File: src/rtl/prescaled_step_counter_if.sv
// prescaled_step_counter_if: control inputs and count/pulse outputs of one game timer
interface prescaled_step_counter_if #(
   parameter int CW = 32,
   parameter int PW = 32
);
   logic          en;
   logic          clr;
   logic          load;
   logic [CW-1:0] load_val;
   logic [PW-1:0] div;
   logic [1:0]    mode;
   logic          dir;
   logic [CW-1:0] count;
   logic          tick;
   logic          tc;
   logic          busy;
   modport master (
      output en, clr, load, load_val, div, mode, dir,
      input  count, tick, tc, busy
   );
   modport slave (
      input  en, clr, load, load_val, div, mode, dir,
      output count, tick, tc, busy
   );
endinterface

File: src/rtl/prescaled_step_counter.sv
// prescaled_step_counter: runtime-divided modulo-MAX up/down timer with wrap, saturate and one-shot modes
module prescaled_step_counter #(
   parameter int              CW  = 32,
   parameter int              PW  = 32,
   parameter longint unsigned MAX = 100000
) (
   input logic                    clk,
   input logic                    rst,
   prescaled_step_counter_if.slave bus
);
   typedef enum logic {RUN, DONE} state_t;
   localparam logic [CW-1:0] TOP = CW'(MAX - 1);
   state_t        state, state_nx;
   logic [PW-1:0] pcnt, pcnt_nx, div_last;
   logic [CW-1:0] count_q, count_nx, term, start;
   logic          tick_q, tc_q, tick_nx, tc_nx, step, at_t;
   assign bus.count = count_q;
   assign bus.tick  = tick_q;
   assign bus.tc    = tc_q;
   assign bus.busy  = state == RUN;
   // step decode: a zero divisor behaves as 1, and >= lets a shrunken divisor fire at once
   always_comb begin
      div_last = (bus.div == '0) ? '0 : bus.div - PW'(1);
      term     = bus.dir ? '0 : TOP;
      start    = bus.dir ? TOP : '0;
      at_t     = count_q == term;
      step     = bus.en && state == RUN && pcnt >= div_last;
   end
   // next count, prescaler, FSM and pulses; clr beats load beats step
   always_comb begin
      count_nx = count_q;
      pcnt_nx  = pcnt;
      state_nx = state;
      tick_nx  = 1'b0;
      tc_nx    = 1'b0;
      if (bus.clr) begin
         count_nx = start;
         pcnt_nx  = '0;
         state_nx = RUN;
      end else if (bus.load) begin
         count_nx = (bus.load_val > TOP) ? TOP : bus.load_val;
         pcnt_nx  = '0;
         state_nx = RUN;
      end else if (step) begin
         pcnt_nx = '0;
         tick_nx = 1'b1;
         tc_nx   = at_t;
         if (!at_t)
            count_nx = bus.dir ? count_q - CW'(1) : count_q + CW'(1);
         else if (bus.mode == 2'b00 || bus.mode == 2'b11)
            count_nx = start;
         else if (bus.mode == 2'b10)
            state_nx = DONE;
      end else if (bus.en && state == RUN) begin
         pcnt_nx = pcnt + PW'(1);
      end
   end
   // state register
   always_ff @(posedge clk) begin
      if (rst) begin
         count_q <= '0;
         pcnt    <= '0;
         state   <= RUN;
         tick_q  <= 1'b0;
         tc_q    <= 1'b0;
      end else begin
         count_q <= count_nx;
         pcnt    <= pcnt_nx;
         state   <= state_nx;
         tick_q  <= tick_nx;
         tc_q    <= tc_nx;
      end
   end
endmodule

File: src/flat_wrapper.sv
// flat-port wrapper written by rule: the top's interface ports become plain ports
module prescaled_step_counter_flat 
#(
   parameter int              CW  = 32,
   parameter int              PW  = 32,
   parameter longint unsigned MAX = 100000
)
  (clk, rst, bus_en, bus_clr, bus_load, bus_load_val, bus_div, bus_mode, bus_dir, bus_count, bus_tick, bus_tc, bus_busy);
  prescaled_step_counter_if #(.CW(CW), .PW(PW)) bus_i ();
  input logic clk;
  input logic rst;
  input wire logic [$bits(bus_i.en)-1:0] bus_en;
  input wire logic [$bits(bus_i.clr)-1:0] bus_clr;
  input wire logic [$bits(bus_i.load)-1:0] bus_load;
  input wire logic [$bits(bus_i.load_val)-1:0] bus_load_val;
  input wire logic [$bits(bus_i.div)-1:0] bus_div;
  input wire logic [$bits(bus_i.mode)-1:0] bus_mode;
  input wire logic [$bits(bus_i.dir)-1:0] bus_dir;
  output wire logic [$bits(bus_i.count)-1:0] bus_count;
  output wire logic [$bits(bus_i.tick)-1:0] bus_tick;
  output wire logic [$bits(bus_i.tc)-1:0] bus_tc;
  output wire logic [$bits(bus_i.busy)-1:0] bus_busy;
  assign bus_i.en = bus_en;
  assign bus_i.clr = bus_clr;
  assign bus_i.load = bus_load;
  assign bus_i.load_val = bus_load_val;
  assign bus_i.div = bus_div;
  assign bus_i.mode = bus_mode;
  assign bus_i.dir = bus_dir;
  assign bus_count = bus_i.count;
  assign bus_tick = bus_i.tick;
  assign bus_tc = bus_i.tc;
  assign bus_busy = bus_i.busy;
  prescaled_step_counter #(.CW(CW), .PW(PW), .MAX(MAX)) u_core (.clk(clk), .rst(rst), .bus(bus_i));
endmodule
File: config.mk
export PLATFORM = sky130hd
export DESIGN_NAME = prescaled_step_counter_flat
export DESIGN_NICKNAME = d
export VERILOG_FILES = /design/src/rtl/prescaled_step_counter_if.sv /design/src/rtl/prescaled_step_counter.sv /design/src/flat_wrapper.sv
export SDC_FILE = /design/constraint.sdc
export NUM_CORES = 1
export LEC_CHECK = 0
export BUFFER_PORTS_ARGS = -buffer_cell sky130_fd_sc_hd__buf_4
export CAP_MARGIN = 15
export CORE_MARGIN = 1
export CORE_UTILIZATION = 37
export CTS_CLUSTER_DIAMETER = 40
export CTS_CLUSTER_SIZE = 20
export DETAILED_ROUTE_END_ITERATION = 6
export MAX_ROUTING_LAYER = met4
export PLACE_DENSITY = 0.68
export SETUP_SLACK_MARGIN = 0.3
export SLEW_MARGIN = 10
export SYNTH_ARGS = -nofsm -noshare
export SYNTH_HDL_FRONTEND = slang
export SYNTH_SLANG_ARGS = --single-unit
File: constraint.sdc
create_clock -name clk -period 5.6 [get_ports clk]
set_input_delay 0.56 -clock clk [delete_from_list [all_inputs] [get_ports clk]]
set_output_delay 0.56 -clock clk [all_outputs]
set_load 0.03 [all_outputs]
==> flow_summary.toml <==
[setup_path]
end_kind = "register"
reg2reg_to = "u_core.bus.count[26]"
r2r_slack_ns = 2.33
r2r_cells = 10
crit_type = "input pin to register"
timing.rr.start = "u_core.bus.count[0]"
cp_max_fo = 13
startpoint_type = "input pin"
cp.arrival_ns = 5.11
cp.required_ns = 5.88

[sta]
layout_min_cycle_time_ns = 4.83
skew_ns = 0.00691
max_freq_ghz = 0.207
rsz0062_at_grt = "no"
post-route-period-util_pct = 86.2
setup_viol = 0
final_max_slew_viol_count = 0
fin_tns_setup_ns = 0
worst_slack_ns = 0.772
slew_headroom_pct = 41.9
worst_slew_pin_slew_ns = 0.870
finalHoldViolCount = 0

[clock_tree]
cts.path.max_buffers = 2
cts_tree = "done"
insertion_delay_ns = 0.34
hold_buffers = 0
postCtsSetupRepairBufs = 0
cts_resized = 0
cts_sinks = 67
numCtsBuffers = 9
cts.reportedPaths.clkPinSlew_ns = 0.06
cts_root_buffer = "clkbuf_16"
htree_levels = 3

[layout]
nFillCells = 1623
final_net_count = 1009
final_common_cell = "buf_4"
layout_common_cells = "buf_4, nor2_1, nand2_1"
antenna_cells = 0
drive_above_1_share_pct = 17.4
stdcell_count = 1091
fin_area_um2 = 7340
syn_to_final_growth_pct = 22.9

[synthesis]
ys_seq_elements = 67
synth.top_cell.area_share_pct = 22.5
synth.avg_cell_area_um2 = 7.80
yosys_warnings = 0
seq_area_frac_synth_pct = 22.5
synth-edff-count = 0
synth_cell_types = 72
synth_nets = 904
synthFlopType = "dfxtp_1"
synth.largest_area_cell = "dfxtp_1"
postSynth.asyncResetShare_pct = 0
ys_top_cells_by_area = "dfxtp_1, ha_1, xor2_1, nor2_1, nand2_1"
mappedNetlistArea_um2 = 5970
synth_cells = 765

[placement]
gp_congestion = 0.908
numPlacedInstances = 1075
io_buffer_count = 106
dp_slack_ns = 0.446
place_area_um2 = 7000
dpl.hpwl_mm = 13.0

[grt]
gr-total-overflow = 0
grt_usage_pct = 21.3
grt_pass1_vias = 5609
antenna_found_initial = 0
grt_first_pass_wirelength_mm = 27.2
grt_start_max_net_pins = 36

[floorplanning]
die_height_um = 129
io_pins = 107
start_util_pct = 37.7
die_area_um2 = 16600
rows = 46
die_x_um = 129
coreArea_um2 = 15800

[power_and_ir_drop]
pwr_density_cell_nw_per_um2 = 200
power.total_mw = 1.46
vdd_drop_max_v = 0.000122
p_leak_nw = 3.12

[detailed_routing]
viasPerCell = 5.52
avgRoutedWirePerCell_um = 15.4
vias = 6027
ant_nets = 0
dr.pass1.iters = 5
dr_wl_met3_um = 927
wl_met2_mm = 7.44
top_layer_used = "met4"
drt-total-wl_mm = 16.8
m1WireLength_mm = 7.95
drc_errors = 0
drtIter0Drc = 312

[outcome]
status = "finished clean"

[hold_path]
hold-path-endpoint = "u_core.bus.count[4]"
hold_class = "register to register"
whs_path_depth = 2
hold_start = "u_core.bus.count[4]"

[job]
drv_cap = 0
-- cell families after synthesis --
kind of cell	after synthesis	share of synthesized area, %
AO/OA/AOI/OAI	190	21.8
XOR/XNOR	79	11.6
adder cells (fa/ha/maj)	67	14.2
buffers and inverters	42	3.08
flip-flops	67	22.5
multiplexers	3	0.503
AND/OR/NAND/NOR	317	26.4
-- report_power, final --
group / switching [mW] / leakage [nW] / internal [mW]
sequential: 0.0136 / 0.543 / 0.487
clock: 0.228 / 0.164 / 0.407
combinational: 0.187 / 2.41 / 0.142
total: 0.429 / 3.12 / 1.04
-- routing by layer --
layer  global-route usage [%]  vias up
met5                        -        -
met4                     7.82        0
met3                     3.01       33
met2                     33.3      190
met1                     27.8     2753
li1                         -     3051
-- Yosys cell counts (5+ instances only) --
master,instances
a21o_1,11
a21oi_1,57
a221oi_1,5
a31oi_1,6
and2_1,6
and3_1,7
and4_1,7
buf_2,6
clkbuf_1,13
dfxtp_1,67
ha_1,66
inv_1,20
nand2_1,86
nand2b_1,8
nand3_1,26
nand4_1,14
nor2_1,87
nor2b_1,10
nor3_1,18
nor4_1,13
nor4b_1,5
o211ai_1,8
o21a_1,5
o21ai_0,30
o21bai_1,5
o221ai_1,5
o2bb2ai_1,12
o31ai_1,7
or2_2,5
or3_1,5
or4_1,5
xnor2_1,36
xor2_1,43
-- through the flow --
step	hold slack, ns	util [%]
after floorplan	0.485	-
after global placement	0.487	44.2
after detailed placement	0.486	44.2
after CTS	0.496	46.4
after global routing	0.521	46.4
final	0.492	46.4
-- state kept, by name, summed over array words and instances, names as in the netlist --
name              flops
u_core.bus.count     32
u_core.pcnt          32
u_core.state          1
u_core.bus.tc         1
u_core.bus.tick       1
-- cell type report --
cell class | instances | area (um2) | share of cell area [%]
clock buffer | 10 | 239 | 3.26
inverter | 20 | 75.1 | 1.02
sequential | 67 | 1340 | 18.3
timing repair buffer | 116 | 871 | 11.9
multi-input combinational | 656 | 4450 | 60.6
tap | 216 | 270 | 3.68
clock inverter | 6 | 95.1 | 1.30
-- worst max-delay path, cell delays in order --
cell,delay (ns)
buf_4,0.11
or4_4,0.54
nor3_2,0.23
nand3_1,0.13
or2_2,0.35
nor2_1,0.37
nand2_1,0.13
xnor2_1,0.14
nand2_1,0.07
ha_1,0.29
nand4_1,0.12
nor2_1,0.20
nand4_1,0.12
a31oi_1,0.18
a22oi_1,0.23
or3b_2,0.69
or4_1,0.54
nand3_1,0.09
-- worst max-delay path by stage --
stage / startpoint / to / slack [ns] / depth (start not counted)
6_report: bus_div[7] / u_core.bus.count[31] / 0.77 / 18
5_1_grt: bus_div[7] / u_core.bus.count[31] / 0.37 / 18
4_1_cts: bus_div[7] / u_core.bus.count[31] / 0.77 / 18
3_5_place_dp: bus_div[7] / u_core.bus.count[31] / 0.45 / 18
3_3_place_gp: bus_div[7] / u_core.bus.count[31] / 0.54 / 18
2_1_floorplan: bus_div[7] / u_core.bus.count[31] / 1.23 / 16
No activity file was read; power rests on OpenSTA's default activity.
